===== src/rtl/neuron_mac_accumulator.sv =====
// Multiply-accumulate front end for the activation stage: sums N_INPUTS fixed-point
// products, adds a bias, saturates to 32 bits and hands the result over with a start pulse.
module neuron_mac_accumulator #(
    parameter int N_INPUTS  = 8,
    parameter int FRAC_BITS = 16,
    parameter int ACC_W     = 48
) (
    input  logic        clk,
    input  logic        reset,
    input  logic        in_valid,
    output logic        in_ready,
    input  logic [31:0] in_data,
    input  logic [31:0] in_weight,
    input  logic [31:0] bias,
    output logic [31:0] act_x,
    output logic        act_start,
    input  logic        act_done,
    output logic        busy,
    output logic        sat_flag
);

    // state   | meaning
    // S_IDLE  | accumulator cleared, waiting for the first pair of a neuron
    // S_ACCUM | collecting the remaining pairs
    // S_BIAS  | bias added, saturated result registered onto act_x
    // S_ISSUE | act_start high, act_x valid
    // S_WAIT  | act_x held until the activation stage reports act_done
    typedef enum logic [2:0] {
        S_IDLE,
        S_ACCUM,
        S_BIAS,
        S_ISSUE,
        S_WAIT
    } state_t;

    localparam logic [7:0] LAST_M1 = 8'(N_INPUTS - 1);

    state_t                    state_q, state_d;
    logic signed [ACC_W-1:0]   acc_q, acc_d;
    logic        [7:0]         count_q, count_d;
    logic        [31:0]        act_x_q, act_x_d;
    logic                      act_start_q, act_start_d;
    logic                      sat_flag_q, sat_flag_d;

    logic signed [ACC_W-1:0]   prod_acc;
    logic signed [ACC_W-1:0]   bias_acc;
    logic signed [ACC_W-1:0]   biased;
    logic                      in_range;
    logic        [31:0]        sat_x;
    logic                      accept;

    assign in_ready = (state_q == S_IDLE) || (state_q == S_ACCUM);
    assign accept   = in_valid && in_ready;

    // Full 64-bit product, arithmetic shift floors toward -inf before resizing.
    assign prod_acc = ACC_W'((64'($signed(in_data)) * 64'($signed(in_weight))) >>> FRAC_BITS);
    assign bias_acc = ACC_W'($signed(bias));
    assign biased   = acc_q + bias_acc;

    // The sum fits in 32 bits only when every bit from 31 upward is a sign copy.
    assign in_range = (&biased[ACC_W-1:31]) || !(|biased[ACC_W-1:31]);

    always_comb begin
        sat_x = biased[31:0];
        if (!in_range) begin
            sat_x = biased[ACC_W-1] ? 32'h8000_0000 : 32'h7FFF_FFFF;
        end
    end

    always_comb begin
        state_d     = state_q;
        acc_d       = acc_q;
        count_d     = count_q;
        act_x_d     = act_x_q;
        act_start_d = 1'b0;
        sat_flag_d  = sat_flag_q;

        case (state_q)
            S_IDLE: begin
                if (accept) begin
                    acc_d   = prod_acc;
                    count_d = 8'd1;
                    state_d = (N_INPUTS == 1) ? S_BIAS : S_ACCUM;
                end
            end
            S_ACCUM: begin
                if (accept) begin
                    acc_d   = acc_q + prod_acc;
                    count_d = count_q + 8'd1;
                    if (count_q == LAST_M1) begin
                        state_d = S_BIAS;
                    end
                end
            end
            S_BIAS: begin
                // Registering the result here lets act_x and act_start appear together.
                acc_d       = biased;
                act_x_d     = sat_x;
                sat_flag_d  = !in_range;
                act_start_d = 1'b1;
                state_d     = S_ISSUE;
            end
            S_ISSUE: begin
                state_d = S_WAIT;
            end
            S_WAIT: begin
                if (act_done) begin
                    acc_d   = '0;
                    count_d = '0;
                    state_d = S_IDLE;
                end
            end
            default: begin
                state_d = S_IDLE;
            end
        endcase
    end

    always_ff @(posedge clk or negedge reset) begin
        if (!reset) begin
            state_q     <= S_IDLE;
            acc_q       <= '0;
            count_q     <= '0;
            act_x_q     <= '0;
            act_start_q <= 1'b0;
            sat_flag_q  <= 1'b0;
        end else begin
            state_q     <= state_d;
            acc_q       <= acc_d;
            count_q     <= count_d;
            act_x_q     <= act_x_d;
            act_start_q <= act_start_d;
            sat_flag_q  <= sat_flag_d;
        end
    end

    assign act_x     = act_x_q;
    assign act_start = act_start_q;
    assign sat_flag  = sat_flag_q;
    assign busy      = (state_q != S_IDLE);

endmodule


===== config.mk =====
export PLATFORM = sky130hd
export DESIGN_NAME = neuron_mac_accumulator
export DESIGN_NICKNAME = d
export VERILOG_FILES = /design/src/rtl/neuron_mac_accumulator.sv
export SDC_FILE = /design/constraint.sdc
export NUM_CORES = 2
export LEC_CHECK = 0
export BUFFER_PORTS_ARGS = -buffer_cell sky130_fd_sc_hd__buf_4
export CAP_MARGIN = 0
export CORE_ASPECT_RATIO = 0.6
export CORE_MARGIN = 4
export CORE_UTILIZATION = 40
export CTS_BUF_LIST = sky130_fd_sc_hd__clkbuf_8
export DETAILED_ROUTE_END_ITERATION = 10
export HOLD_SLACK_MARGIN = 0.08
export PLACE_DENSITY = 0.58
export SLEW_MARGIN = 20
export SYNTH_ARGS = -nofsm -noshare
export SYNTH_HDL_FRONTEND = slang
export SYNTH_SLANG_ARGS = --single-unit

===== constraint.sdc =====
create_clock -name clk -period 5.3 [get_ports clk]
set_input_delay 1.06 -clock clk [delete_from_list [all_inputs] [get_ports clk]]
set_output_delay 1.06 -clock clk [all_outputs]
set_load 0.005 [all_outputs]

---- After elaboration in Yosys (flattened, before gate mapping) ----
Cells that the tools add are included.
storage, ports and cells
  register bits after elaboration ......... 93
  output and inout bits ................... 36
  bits of input ports ..................... 100
operators by class
  mux-type cells .......................... 16
  reductions and logical operators ........ 14
  equality and inequality tests ........... 9
  multipliers ............................. 1
  $add $sub $neg .......................... 3
operator list
  kind                   number
  $pmux W48 S4           1
  $mux W48               3
  $mul A32 B32 Y64       1
  $mux W32               2
  $add A48 B32 Y48       1
  $add A48 B48 Y48       1
  $mux W8                3
  $pmux W8 S3            1
  $reduce_and A17 Y1     1
  $reduce_or A17 Y1      1
  $pmux W3 S5            1
  $mux W3                4
  $reduce_and A4 Y1      3
  $add A8 B1 Y8 const B  1
  $eq A8 B3 Y1 const B   1
  $eq A3 B2 Y1 const B   2
  $ne A2 B2 Y1 const B   3
  $reduce_bool A3 Y1     2
  $reduce_bool A4 Y1     1
  $eq A3 B1 Y1 const B   1
  $eq A3 B3 Y1 const B   1
  $logic_not A3 Y1       1
  $logic_not A1 Y1       2
  $logic_or A1 B1 Y1     2
  3 further kinds        3

---- Longest topological paths before layout ----
  depth after elaboration ................. 5
  gate-level depth with buffers ........... 40
  depth with buffers taken out ............ 38

---- Least setup slack after synthesis ----
Ideal clock, no wire load.
  kind .................................... input to register
  start point ............................. in in_weight[5]
  end point ............................... reg acc_q[45]
  required time ........................... 5.235 ns
  library setup time ...................... 0.065 ns
  setup slack ............................. -4.976 ns
  path buffers ............................ 1
  data arrival time ....................... 10.211 ns
  stages .................................. 34
  cell sequence ........................... clkbuf_1 nand2_1 inv_1 fa_1 fa_1 fa_1 fa_1 inv_1 fa_1 inv_1 fa_1 fa_1 fa_1 ha_1 a21oi_1 o21bai_1 a21o_1 a221o_1 a21o_1 nor2_1 xor2_1 inv_1 ha_1 nand2_1 nand2b_1 a21o_1 a21o_1 nor2_1 o21ai_0 a41oi_1 nor2_1 a311o_1 a21oi_1 a22o_1
on the way
  word-level cells in the longest chain between the ends .. 4
  elaborated cells on any way between the ends .. 5
  those cells by class .................... add/sub: 1; mul: 1; mux: 3
RTL lines
  element               line  source
  from (decl)           13    input logic [31:0] in_weight,
  $mul A32 B32 Y64 (*)  56    assign prod_acc = ACC_W'((64'($signed(in_data)) * 64'($signed(in_weight))) >>> FRAC_BITS);
  $add A48 B48 Y48      88    acc_d = acc_q + prod_acc;
  $mux W48              87    if (accept) begin
  $pmux W48 S4 (*)      78    case (state_q)
  to (signal assigned)  122   acc_q <= '0;
  to (signal assigned)  129   acc_q <= acc_d;
  to (decl)             39    logic signed [ACC_W-1:0] acc_q, acc_d;
Mark *: on every way between the ends. The rest lies on a longest branch, timed or not. The select of a mux whose other input is x is not followed.
A chain may end at the register's enable or synchronous reset.

---- Worst setup path after layout ----
  start point ............................. in in_data[5]
  end point ............................... reg acc_q[45]
on the way
  word-level cells in the longest chain between the ends .. 4
  elaborated cells on any way between the ends .. 5
  those cells by class .................... add/sub: 1; mul: 1; mux: 3
RTL lines
  element               line  source
  from (decl)           12    input logic [31:0] in_data,
  $mul A32 B32 Y64 (*)  56
  $add A48 B48 Y48      88
  $mux W48              87
  $pmux W48 S4 (*)      78
Marks and branches as above.

==> report_table.html <==
<table>
<tr><th>Metric</th><th>Value</th></tr>
<tr><th colspan="2">Global routing</th></tr>
<tr><td>Overall track demand over capacity in global routing</td><td>24.4%</td></tr>
<tr><td>Residual overflow from global routing</td><td>0</td></tr>
<tr><td>Wire length of the first global-routing pass</td><td>230000 um</td></tr>
<tr><td>Pin count of the biggest net entering global routing</td><td>69</td></tr>
<tr><td>Via count of the first global-routing pass</td><td>39787</td></tr>
<tr><td>Antenna violations before repair</td><td>3</td></tr>
<tr><th colspan="2">Critical path</th></tr>
<tr><td>Endpoint class of the critical path</td><td>register</td></tr>
<tr><td>WP data arrival</td><td>10.14 ns</td></tr>
<tr><td>CP Data Required Time</td><td>5.66 ns</td></tr>
<tr><td>Type of element launching the critical path</td><td>primary input</td></tr>
<tr><td>Largest fanout on the critical path</td><td>11</td></tr>
<tr><td>Maximum cell stage delay along the critical path</td><td>0.57 ns</td></tr>
<tr><td>R2R Setup Slk</td><td>0.42 ns</td></tr>
<tr><td>Cell occurring most often along the worst timing path</td><td>fa_1</td></tr>
<tr><td>Worst Path Class, Setup</td><td>in -&gt; reg</td></tr>
<tr><td>CP max-delay cell</td><td>fa_1</td></tr>
<tr><th colspan="2">Status</th></tr>
<tr><td>Failing checks</td><td>negative setup slack</td></tr>
<tr><td>Result of the run</td><td>complete, but fails checks</td></tr>
<tr><th colspan="2">Placed design</th></tr>
<tr><td>HPWL reported at the end of detailed placement</td><td>125000 um</td></tr>
<tr><td>Worst setup timing slack at the placement stage</td><td>-5.58 ns</td></tr>
<tr><td>Port Buffers</td><td>135</td></tr>
<tr><td>GPL Wtd Cong</td><td>0.927</td></tr>
<tr><th colspan="2">CTS</th></tr>
<tr><td>Quantity of hold-fixing buffers added after cts</td><td>0</td></tr>
<tr><td>Number of buffers added by the clock tree synthesis step</td><td>9</td></tr>
<tr><td>TritonCTS clock tree</td><td>yes</td></tr>
<tr><td>Clock transition at path regs</td><td>0.12 ns</td></tr>
<tr><td>Maximum count of clock buffers along a single path</td><td>2</td></tr>
<tr><td>Clock latency at the later pin of the worst-skew pair</td><td>0.43 ns</td></tr>
<tr><td>Cell chosen for the clock root</td><td>clkbuf_8</td></tr>
<tr><td>Maximum level of the CTS H-tree</td><td>3</td></tr>
<tr><td>CTS Sinks</td><td>93</td></tr>
<tr><th colspan="2">Routing</th></tr>
<tr><td>DR pass1 iterations</td><td>7</td></tr>
<tr><td>1st-iter DRT viols</td><td>2690</td></tr>
<tr><td>Via density per instance</td><td>5.15</td></tr>
<tr><td>Count of unresolved DRC violations after routing</td><td>0</td></tr>
<tr><td>Post-detailed-routing wire length</td><td>145000 um</td></tr>
<tr><td>Number of nets with antenna violations after detailed routing</td><td>0</td></tr>
<tr><td>Total vias in the final route</td><td>38003</td></tr>
<tr><td>Wire length per cell after detailed routing</td><td>19.6 um</td></tr>
<tr><th colspan="2">Synthesis</th></tr>
<tr><td>Proportion of synthesized chip area in sequential cells</td><td>5.06%</td></tr>
<tr><td>Net count after synthesis</td><td>6610</td></tr>
<tr><td>Synth area leader</td><td>fa_1</td></tr>
<tr><td>Mean Syn Cell Area</td><td>8.92 sq um</td></tr>
<tr><td>Flip-flop and latch count after synthesis</td><td>93</td></tr>
<tr><td>Cell Area, Synth</td><td>46000 sq um</td></tr>
<tr><td>Primary flip-flop cell chosen by synthesis mapping</td><td>dfrtp_1</td></tr>
<tr><td>Synth area leaders</td><td>fa_1 47%, inv_1 8.1%, ha_1 7.5%, and2_1 6.7%, nand2_1 5.8%</td></tr>
<tr><td>Number of warnings reported in the yosys synthesis log</td><td>0</td></tr>
<tr><td>Fraction of post-synthesis cell area in the top cell type by area</td><td>47.2%</td></tr>
<tr><td>Number of unique standard cell types used by synthesis</td><td>91</td></tr>
<tr><td>Async set-reset flop share out of synthesis</td><td>100%</td></tr>
<tr><td>Post-synth EDFFs</td><td>0</td></tr>
<tr><td>Number of standard cells after synthesis</td><td>5151</td></tr>
<tr><th colspan="2">STA</th></tr>
<tr><td>Setup clock skew after layout</td><td>0.0215 ns</td></tr>
<tr><td>Max Clock Freq</td><td>102 MHz</td></tr>
<tr><td>Part of the cycle the worst path needs</td><td>185%</td></tr>
<tr><td>Setup repair after global routing missed its margin</td><td>yes</td></tr>
<tr><td>Worst slew pin tran</td><td>1.13 ns</td></tr>
<tr><td>Worst setup slack after layout</td><td>-4.48 ns</td></tr>
<tr><td>Slew headroom</td><td>24.4%</td></tr>
<tr><td>Final hold violations</td><td>0</td></tr>
<tr><td>Min Tclk post-route</td><td>9.78 ns</td></tr>
<tr><td>Setup violation total in the final timing report</td><td>48</td></tr>
<tr><td>Final Max Slew Viols</td><td>0</td></tr>
<tr><th colspan="2">Min path</th></tr>
<tr><td>Worst min-delay path category</td><td>reg -&gt; reg</td></tr>
<tr><th colspan="2">Floorplan</th></tr>
<tr><td>Die X-Extent</td><td>446 um</td></tr>
<tr><td>Number of placement rows</td><td>96</td></tr>
<tr><td>Core region area</td><td>114000 sq um</td></tr>
<tr><td>Height of the chip</td><td>271 um</td></tr>
<tr><td>Number of top-level pins</td><td>136</td></tr>
<tr><td>Die ar.</td><td>121000 sq um</td></tr>
<tr><td>Starting Density</td><td>40.2%</td></tr>
<tr><th colspan="2">Finish</th></tr>
<tr><td>Area delta synth-&gt;final</td><td>25.8%</td></tr>
<tr><td>Final core utilization</td><td>50.6%</td></tr>
<tr><td>Count of nets after finishing</td><td>7311</td></tr>
<tr><td>Share of layout cells above drive strength 1</td><td>24.0%</td></tr>
<tr><th colspan="2">Job</th></tr>
<tr><td>Number of max-cap violations</td><td>0</td></tr>
</table>
cell type report:
type / instances / area (sq um)
fillers: 10586 / 56400
multi-input cells: 3801 / 41200
repair buffers: 958 / 8440
inverters: 989 / 3720
flip-flops and latches: 93 / 2330
well taps: 1519 / 1900
clock buffers: 9 / 124
clock inverters: 7 / 96.3
diodes: 1 / 2.50
path summary, 6_finish.rpt:
path	cells after the start	startpoint	end
max in group asynchronous	2	reset	act_x[18]$_DFFE_PN0P_
min	2	act_x[2]$_DFFE_PN0P_	act_x[2]$_DFFE_PN0P_
min reg2reg	2	act_x[2]$_DFFE_PN0P_	act_x[2]$_DFFE_PN0P_
max reg2reg	15	acc_q[4]$_DFFE_PN0P_	act_x[30]$_DFFE_PN0P_
min in group asynchronous	1	reset	count_q[4]$_DFFE_PN0P_
max	37	in_data[5]	acc_q[45]$_DFFE_PN0P_
worst max-delay path, delay by kind of cell:
family / cells / cell delay, ns
buffers and inverters: 8 / 0.97
adder cells (fa/ha/maj): 10 / 4.71
AND/OR/NAND/NOR: 10 / 1.57
AO/OA/AOI/OAI: 8 / 1.66
XOR/XNOR: 1 / 0.14
cell usage after synthesis (53+ instances only):
library cell / count
nor2_1: 156
xnor2_1: 78
a21oi_1: 198
inv_1: 989
nand2_1: 712
and2_1: 490
a21o_1: 100
o21ai_0: 125
dfrtp_1: 93
fa_1: 1083
ha_1: 276
xor2_1: 53
clkbuf_1: 247
cells in the final DEF (no fill, tap or decap), drive strengths merged, types with 53 or more instances in the layout:
master and count:
a21o 100, a21oi 199, and2 490, buf 952, dfrtp 93, fa 1083, ha 276, inv 989
nand2 712, nor2 156, o211ai 55, o21ai 139, xnor2 78, xor2 53
kinds of logic (layout without fill, tap and decap cells):
kind of cell / Yosys count / in the layout / synth area share [%]
buffers and inverters: 1257 / 1963 / 10.3
muxes: 6 / 6 / 0.136
and+or+nand+nor: 1589 / 1589 / 16.9
other: 0 / 1 / 0
xor gates and xnor gates: 132 / 132 / 2.55
AOI/OAI and AO/OA: 714 / 714 / 10.3
DFF: 93 / 93 / 5.06
adders and majority gates: 1360 / 1360 / 54.7
metrics by stage:
| stage | setup TNS (ns) | instance area (sq um) | hold WS, ns | instances |
|---|---|---|---|---|
| 2_1_floorplan | -160.61 | 47000 | 0.453 | 5151 |
| 3_3_place_gp | -216.02 | 54500 | 0.467 | 7258 |
| 3_5_place_dp | -216.10 | 54500 | 0.472 | 7258 |
| 4_1_cts | -176.49 | 56600 | 0.498 | 7344 |
| 5_1_grt | -189.79 | 57800 | 0.531 | 7376 |
| 6_report | -177.60 | 57800 | 0.496 | 7377 |
routing by layer:
layer,vias up,part of all wire (%),track usage (%)
li1,17293,-,-
met1,19486,47,37.6
met2,1131,43,35.6
met3,89,9.0,6.32
met4,4,0.91,2.04
met5,-,0.019,0
timing repair:
item / in CTS / in global routing
setup endpoints to repair: 48 / 48
cloned: 4 / 4
pin swaps: 180 / 198
buffers inserted: 68 / 32
resized for setup: 288 / 211
registers in the layout, summed over array words and instances (netlist names):
register,cells
acc_q,48
act_x,32
count_q,8
state_q,3
act_start,1
sat_flag,1
Power is left out: the tool's default activity adds up to more than one toggle a clock period on the data nets, which glitch-free logic cannot reach.
